--- src/rtl/wide_add_pkg.sv ---
// Shared types and defaults for the multi-cycle wide adder.
// Imported by the top level so state encoding stays in one place.
package wide_add_pkg;

    typedef enum logic [1:0] {
        IDLE = 2'd0,
        RUN  = 2'd1,
        DONE = 2'd2
    } state_t;

    localparam int DEF_CHUNK_WIDTH = 8;
    localparam int DEF_NUM_CHUNKS  = 4;

endpackage

--- src/rtl/cla_slice.sv ---
// Combinational CHUNK_WIDTH-bit carry-lookahead adder slice.
// Each carry is a flat sum of generate terms gated by propagate runs.
module cla_slice #(
    parameter int CHUNK_WIDTH = 8
) (
    input  logic [CHUNK_WIDTH-1:0] a,
    input  logic [CHUNK_WIDTH-1:0] b,
    input  logic                   cin,
    output logic [CHUNK_WIDTH-1:0] sum,
    output logic                   cout
);

    logic [CHUNK_WIDTH-1:0] g;
    logic [CHUNK_WIDTH-1:0] p;
    logic [CHUNK_WIDTH:0]   c;

    assign g = a & b;
    assign p = a ^ b;

    always_comb begin
        logic run;
        c    = '0;
        c[0] = cin;
        for (int i = 0; i < CHUNK_WIDTH; i++) begin
            c[i+1] = g[i];
            run    = p[i];
            for (int j = i - 1; j >= 0; j--) begin
                c[i+1] = c[i+1] | (run & g[j]);
                run    = run & p[j];
            end
            c[i+1] = c[i+1] | (run & cin);
        end
    end

    assign sum  = p ^ c[CHUNK_WIDTH-1:0];
    assign cout = c[CHUNK_WIDTH];

endmodule

--- src/rtl/wide_add_seq.sv ---
// Wide add/subtract that walks one CLA slice across the operand,
// least-significant chunk first, carrying between cycles.
import wide_add_pkg::*;

module wide_add_seq #(
    parameter int CHUNK_WIDTH = DEF_CHUNK_WIDTH,
    parameter int NUM_CHUNKS  = DEF_NUM_CHUNKS,
    parameter int W           = CHUNK_WIDTH * NUM_CHUNKS
) (
    input  logic         clk,
    input  logic         rst_n,
    input  logic         in_valid,
    output logic         in_ready,
    input  logic [W-1:0] in_a,
    input  logic [W-1:0] in_b,
    input  logic         in_cin,
    input  logic         in_sub,
    output logic         out_valid,
    input  logic         out_ready,
    output logic [W-1:0] out_sum,
    output logic         out_cout,
    output logic         out_ovf
);

    localparam int IDXW = (NUM_CHUNKS > 1) ? $clog2(NUM_CHUNKS) : 1;

    state_t state_q, state_d;

    logic [IDXW-1:0] idx_q, idx_d;
    logic [W-1:0]    a_q, a_d;
    logic [W-1:0]    b_q, b_d;
    logic [W-1:0]    res_q, res_d;
    logic            carry_q, carry_d;
    logic [W-1:0]    sum_q, sum_d;
    logic            cout_q, cout_d;
    logic            ovf_q, ovf_d;

    logic [CHUNK_WIDTH-1:0] sl_a, sl_b, sl_sum;
    logic                   sl_cout;
    logic                   last;

    cla_slice #(
        .CHUNK_WIDTH(CHUNK_WIDTH)
    ) u_cla (
        .a   (sl_a),
        .b   (sl_b),
        .cin (carry_q),
        .sum (sl_sum),
        .cout(sl_cout)
    );

    always_ff @(posedge clk or negedge rst_n) begin
        if (!rst_n) begin
            state_q <= IDLE;
        end else begin
            state_q <= state_d;
        end
    end

    always_comb begin
        state_d = state_q;
        unique case (state_q)
            IDLE:    if (in_valid)  state_d = RUN;
            RUN:     if (last)      state_d = DONE;
            DONE:    if (out_ready) state_d = IDLE;
            default:                state_d = IDLE;
        endcase
    end

    always_comb begin
        in_ready  = (state_q == IDLE);
        out_valid = (state_q == DONE);
    end

    assign last = (idx_q == IDXW'(NUM_CHUNKS - 1));
    assign sl_a = a_q[int'(idx_q)*CHUNK_WIDTH +: CHUNK_WIDTH];
    assign sl_b = b_q[int'(idx_q)*CHUNK_WIDTH +: CHUNK_WIDTH];

    always_comb begin
        idx_d   = idx_q;
        a_d     = a_q;
        b_d     = b_q;
        res_d   = res_q;
        carry_d = carry_q;
        sum_d   = sum_q;
        cout_d  = cout_q;
        ovf_d   = ovf_q;
        if (state_q == IDLE && in_valid) begin
            a_d     = in_a;
            b_d     = in_sub ? ~in_b : in_b;
            carry_d = in_sub ? 1'b1 : in_cin;
            idx_d   = '0;
        end else if (state_q == RUN) begin
            res_d[int'(idx_q)*CHUNK_WIDTH +: CHUNK_WIDTH] = sl_sum;
            carry_d = sl_cout;
            idx_d   = last ? '0 : idx_q + IDXW'(1);
            // Publish only on the final slice so outputs hold through DONE
            if (last) begin
                sum_d  = res_d;
                cout_d = sl_cout;
                ovf_d  = (a_q[W-1] == b_q[W-1]) && (res_d[W-1] != a_q[W-1]);
            end
        end
    end

    always_ff @(posedge clk or negedge rst_n) begin
        if (!rst_n) begin
            idx_q   <= '0;
            a_q     <= '0;
            b_q     <= '0;
            res_q   <= '0;
            carry_q <= 1'b0;
            sum_q   <= '0;
            cout_q  <= 1'b0;
            ovf_q   <= 1'b0;
        end else begin
            idx_q   <= idx_d;
            a_q     <= a_d;
            b_q     <= b_d;
            res_q   <= res_d;
            carry_q <= carry_d;
            sum_q   <= sum_d;
            cout_q  <= cout_d;
            ovf_q   <= ovf_d;
        end
    end

    assign out_sum  = sum_q;
    assign out_cout = cout_q;
    assign out_ovf  = ovf_q;

endmodule

--- config.mk ---
export PLATFORM = sky130hd
export DESIGN_NAME = wide_add_seq
export DESIGN_NICKNAME = d
export VERILOG_FILES = /design/src/rtl/wide_add_pkg.sv /design/src/rtl/cla_slice.sv /design/src/rtl/wide_add_seq.sv
export SDC_FILE = /design/constraint.sdc
export NUM_CORES = 1
export LEC_CHECK = 0
export CAP_MARGIN = 5
export CORE_MARGIN = 1.5
export CORE_UTILIZATION = 40
export DETAILED_ROUTE_END_ITERATION = 8
export PLACE_DENSITY = 0.65
export SETUP_SLACK_MARGIN = 0.15
export SYNTH_ARGS = -nofsm -noshare
export SYNTH_HDL_FRONTEND = slang
export SYNTH_SLANG_ARGS = --single-unit
--- constraint.sdc ---
create_clock -name clk -period 3.2 [get_ports clk]
set_clock_uncertainty 0.15 [all_clocks]
set_input_delay 0.96 -clock clk [delete_from_list [all_inputs] [get_ports clk]]
set_output_delay 0.96 -clock clk [all_outputs]
set_load 0.05 [all_outputs]
==> flow_summary_export.csv, run 1 <==
group,metric,value,unit
status,run_status,"finished, final reports clean",
detailed_routing,dr_wl_met3,814,µm
detailed_routing,ant_nets,0,
final_layout,register_area,3380,µm²
timing,slew_headroom,55.5,%
critical_path,critPathArrivalTime,3.22,ns
detailed_routing,top_layer,"met4",
grt,antenna_found_initial,0,
detailed_routing,wirelength,16300,µm
floorplanning,dieWidth,128,µm
logic_synthesis,synthFlopType,"dfrtp_1",
logic_synthesis,synth.distinct_cells,39,
detailed_routing,met1Wirelength,7050,µm
critical_path,start_kind,"register",
flow_run,cap_violations,0,
logic_synthesis,synth_top_cell_by_area,"dfrtp_1",
logic_synthesis,synth.most_common_cell,"nand2_1",
place,hpwl,11200,µm
floorplanning,core_area,15300,µm²
grt,gr-total-overflow,0,
timing,hold_ws,0.327,ns
logic_synthesis,netlist.area_leader.share,53.8,%
final_layout,drive_gt1_share,15.6,%
floorplanning,die_h,128,µm
final_layout,diodes,0,
timing,post-route-period-util,95.5,%
logic_synthesis,synth-edff-count,0,
timing,tightest_slew,0.664,ns
place,portBuffers,105,
cts,numCtsBuffers,17,
detailed_routing,drtPass1Iterations,5,
timing,setup_viol,0,
timing,rsz0062_at_grt,"yes",
logic_synthesis,avgSynthCellArea,10.5,µm²
logic_synthesis,synth_commonest_cells,"nand2_1, dfrtp_1, nor2_1",
grt,grt_pass1_vias,5072,
logic_synthesis,synth_seq_area_share,53.8,%
logic_synthesis,synth_warnings,0,
cts,ctsHoldBuffers,0,
cts,htree_levels,4,
detailed_routing,viasPerCell,5.31,
detailed_routing,vias,5029,
floorplanning,die_area,16400,µm²
floorplanning,rows,45,
timing,max_freq,327,MHz
grt,grt_use_total,20.8,%
hold_path,hold_path.class,"reg2reg",
cts,clock_latency,0.42,ns
cts,cts_tree,"built",
logic_synthesis,synthArstFlopShare,100,%
detailed_routing,wl_per_cell,17.2,µm
timing,setup_tns,0,ns
place,gp_congestion,0.793,
detailed_routing,drtIter0Drc,330,
critical_path,worstSetupEndpointType,"register",
grt,grt_max_degree,65,
detailed_routing,dr_wl_met2,8190,µm
critical_path,worst_ep_required_time,3.36,ns
final_layout,fin_area,8700,µm²
timing,slew_viol_final,0,
critical_path,critPathKind,"reg2reg",
timing,min_period,3.06,ns
logic_synthesis,ys_ff_latch,135,
final_layout,multiInputGateArea,2920,µm²
floorplanning,initial_core_util,41.1,%
final_layout,fillers,1309,
cts,clock_sinks,135,
timing,hold_viol,0,
logic_synthesis,synth_fp_nets,680,
place,dpl-instance-area,7730,µm²
floorplanning,ioPinCount,106,
logic_synthesis,netlist_instances,595,
final_layout,area_growth,38.8,%
final_layout,nets,808,
critical_path,cp_max_fo,6,
cts,cts_root_buf,"clkbuf_16",
logic_synthesis,synth_area_leaders,"dfrtp_1, nand2_1, mux4_2",
grt,grt_pass1_wl,26100,µm
detailed_routing,drc_errors,0,
logic_synthesis,synth_area,6270,µm²
cts,clkTransAtPathRegs,0.06,ns
cts,cts_buffer_depth,2,
==> stage by stage <==
stage / util, % / setup slack, ns / std cells
after detailed placement: 50.7 / -0.129 / 901
final: 57.0 / 0.143 / 947
after CTS: 56.6 / 0.125 / 944
after floorplan: - / 0.153 / 595
after global placement: 50.7 / -0.0247 / 901
after global routing: 57.0 / 0.0826 / 947
==> metal layers <==
metal / vias up / global-route usage, %
met2: 175 / 34.4
li1: 2335 / -
met5: - / 0
met4: 0 / 7.67
met3: 28 / 4.51
met1: 2491 / 26.8
==> cells in the final DEF (no fill, tap or decap), types with 16 or more instances in the layout <==
cell             netlist  final
clkbuf_16              0     18
nor2_1                48     48
a22o_1                32     32
a221oi_1              24     18
mux4_2                16     16
o21ai_0               45     44
nand2_1              149    148
clkdlybuf4s50_1        0    102
xnor2_1               34     33
buf_4                  0     28
dfrtp_1              135    134
==> cell families after synthesis <==
kind of cell               Yosys count  synth area share (%)
xor gates and xnor gates            38                  5.31
buffers and inverters               42                  2.71
AOI/OAI and AO/OA                  128                  14.7
muxes                               18                  6.06
and+or+nand+nor                    219                  14.3
DFF                                135                  53.8
adders and majority gates           15                  3.11
==> sequential cells by signal (all words and copies together), names as in the netlist <==
register and flops:
res_q 32, b_q 32, idx_q 2, state_q 2, out_cout 1, carry_q 1
out_sum 32, out_ovf 1, a_q 32
==> final timing paths <==
path,startpoint,endpoint,slack (ns),cells past startpoint
setup / recovery,idx_q[0],out_sum[31],0.14,10
max in group asynchronous,rst_n,res_q[15],1.84,2
hold / removal,a_q[30],a_q[30],0.33,2
setup reg to reg,idx_q[0],out_sum[31],0.14,10
min in group asynchronous,rst_n,out_sum[17],0.42,1
hold reg to reg,a_q[30],a_q[30],0.33,2
==> timing repair <==
action	CTS	global route
gates resized for setup	17	11
setup endpoints to repair	31	28
cloned	1	0
hold endpoints to repair	0	0
buffers inserted	10	3
pin swaps	11	7
==> layout make-up <==
cell class / instances / area share (%)
multi-input cells: 418 / 33.5
repair buffers: 143 / 16.6
clock buffers: 21 / 5.40
clock inverters: 11 / 2.24
well taps: 211 / 3.03
flip-flops and latches: 135 / 38.8
inverters: 8 / 0.345
==> worst max-delay path, cell delays in order (launching register included) <==
cell and delay (ns):
dfrtp_2 0.41, clkbuf_16 0.18, buf_6 0.09, mux4_2 0.52, ha_4 0.23, a21o_1 0.20
a21oi_4 0.16, mux2i_1 0.11, a311o_2 0.46, a211o_1 0.32, o21a_1 0.11
Power of run 1 is left out: the tool's default activity adds up to more than one toggle a clock period on the data nets, which glitch-free logic cannot reach.
==> run 2: changes to the inputs <==
--- a/config.mk
+++ b/config.mk
@@ -9,7 +9,6 @@
 export CORE_MARGIN = 1.5
 export CORE_UTILIZATION = 40
 export DETAILED_ROUTE_END_ITERATION = 8
-export PLACE_DENSITY = 0.65
 export SETUP_SLACK_MARGIN = 0.15
 export SYNTH_ARGS = -nofsm -noshare
 export SYNTH_HDL_FRONTEND = slang
==> constraint.sdc (replaced) <==
create_clock -name clk -period 3.3 [get_ports clk]
set_clock_uncertainty 0.15 [all_clocks]
set_input_delay 0.99 -clock clk [delete_from_list [all_inputs] [get_ports clk]]
set_output_delay 0.99 -clock clk [all_outputs]
set_load 0.05 [all_outputs]
==> flow_summary_export.csv, run 2 (same netlist as run 1, synthesis figures left out) <==
group,metric,value,unit
grt,antenna_found_initial,0,
floorplanning,die_area,16400,µm²
timing,min_period,3.12,ns
critical_path,critPathArrivalTime,3.31,ns
grt,grt_pass1_vias,5042,
critical_path,cp_max_fo,7,
floorplanning,initial_core_util,41.1,%
detailed_routing,drc_errors,0,
critical_path,critPathKind,"reg2reg",
timing,post-route-period-util,94.4,%
cts,cts_root_buf,"clkbuf_16",
grt,gr-total-overflow,0,
final_layout,mostFrequentLayoutCell,"nand2_1",
cts,numCtsBuffers,17,
final_layout,drive_gt1_share,14.6,%
hold_path,hold_path.class,"reg2reg",
detailed_routing,viasPerCell,5.22,
status,run_status,"finished, final reports clean",
final_layout,diodes,0,
floorplanning,rows,45,
detailed_routing,vias,4920,
critical_path,worst_ep_required_time,3.50,ns
cts,cts_tree,"built",
timing,slew_headroom,43.5,%
cts,clock_latency,0.42,ns
grt,grt_max_degree,82,
critical_path,reg2reg_from,"idx_q[0]",
final_layout,nets,803,
cts,ctsHoldBuffers,0,
grt,grt_pass1_wl,25700,µm
critical_path,start_kind,"register",
cts,clock_sinks,135,
detailed_routing,wirelength,15900,µm
critical_path,cp_slowest_cell,"dfrtp_4",
timing,hold_viol,0,
floorplanning,die_h,128,µm
timing,slew_viol_final,0,
critical_path,crit_start,"idx_q[0]",
timing,max_freq,321,MHz
critical_path,slowest_delay,0.50,ns
timing,rsz0062_at_grt,"yes",
critical_path,crit_family,"compound AO/OA/AOI/OAI gates",
grt,grt_use_total,20.3,%
cts,cts_buffer_depth,2,
flow_run,cap_violations,0,
floorplanning,ioPinCount,106,
hold_path,holdCritStartpoint,"a_q[16]",
detailed_routing,drtPass1Iterations,5,
detailed_routing,wl_per_cell,16.9,µm
final_layout,fin_area,8550,µm²
place,portBuffers,105,
critical_path,worst-path-buf-inv,2,
cts,htree_levels,4,
floorplanning,dieWidth,128,µm
place,gp_congestion,0.819,
cts,clkTransAtPathRegs,0.06,ns
floorplanning,core_area,15300,µm²
detailed_routing,ant_nets,0,
final_layout,area_growth,36.2,%
timing,tightest_slew,0.847,ns
timing,setup_tns,0,ns
final_layout,utilization,56.0,%
place,hpwl,10900,µm
detailed_routing,drtIter0Drc,316,
critical_path,cp_cell_sequence,"buf_12, buf_4, mux4_2, ha_4, nor2_1, mux2i_2, o31ai_4, a311o_2, a211o_1, o211ai_2",
timing,setup_viol,0,
final_layout,final_cell_mix,"nand2_1, dfrtp_1, clkdlybuf4s50_1, nor2_1, o21ai_0",
place,dpl-instance-area,7670,µm²
critical_path,worstSetupEndpointType,"register",
-- run 2: changes by cell type in the layout (fill, tap and decap cells not counted), sizes merged --
cell,delta
dlygate4sd2,-1
buf,-5
clkinvlp,+1
a311o,+1
bufinv,-3
clkdlybuf4s50,+1
clkinv,+2
clkbuf,-1
-- run 2: tightest hold or removal path, cell delays in order, from the launching register on --
cell     delay, ns
dfrtp_1       0.34
nand2_1       0.05
nand2_1       0.05
-- run 2: area by class of cell --
cell class / instances / area (µm²)
Fill cell: 1320 / 6710
Sequential cell: 135 / 3380
Multi-Input combinational cell: 419 / 2910
Timing Repair Buffer: 137 / 1350
Clock buffer: 21 / 480
Tap cell: 211 / 264
Clock inverter: 11 / 123
Inverter: 8 / 30.0
-- run 2: through the flow --
stage,cells,setup slack (ns),hold slack (ns)
floorplan,595,0.162,0.290
global placement,899,0.0293,0.306
detailed placement,899,-0.0536,0.310
CTS,934,0.163,0.324
global route,942,0.103,0.352
finish,942,0.183,0.321
-- run 2: final timing paths --
path | cells past startpoint | slack (ns) | end
min in group asynchronous | 1 | 0.47 | res_q[9]
min | 2 | 0.32 | a_q[16]
max in group asynchronous | 2 | 1.88 | a_q[23]
max reg2reg | 10 | 0.18 | out_ovf
max | 10 | 0.18 | out_ovf
min reg2reg | 2 | 0.32 | a_q[16]
-- run 2: timing repair --
action	CTS	global route
cloned	0	1
pin swaps	0	1
setup endpoints to repair	30	20
setup buffers	3	7
gates resized for setup	6	21
-- run 2: layer usage --
metal / vias up / GRT usage, % / routed length, µm
li1: 2316 / - / -
met1: 2430 / 26.0 / 6990
met2: 148 / 33.3 / 7830
met3: 26 / 4.92 / 722
met4: 0 / 8.13 / 363
met5: - / 0 / 0
Power of run 2 is left out for the same reason.
==> run 3: changes to the inputs <==
--- a/config.mk
+++ b/config.mk
@@ -5,7 +5,7 @@
 export SDC_FILE = /design/constraint.sdc
 export NUM_CORES = 1
 export LEC_CHECK = 0
-export CAP_MARGIN = 5
+export CAP_MARGIN = 40
 export CORE_MARGIN = 1.5
 export CORE_UTILIZATION = 40
 export DETAILED_ROUTE_END_ITERATION = 8
==> results of run 3 <==
The final DEF is identical to that of run 2; final timing and power are the same.
Power of run 3 is left out for the same reason.
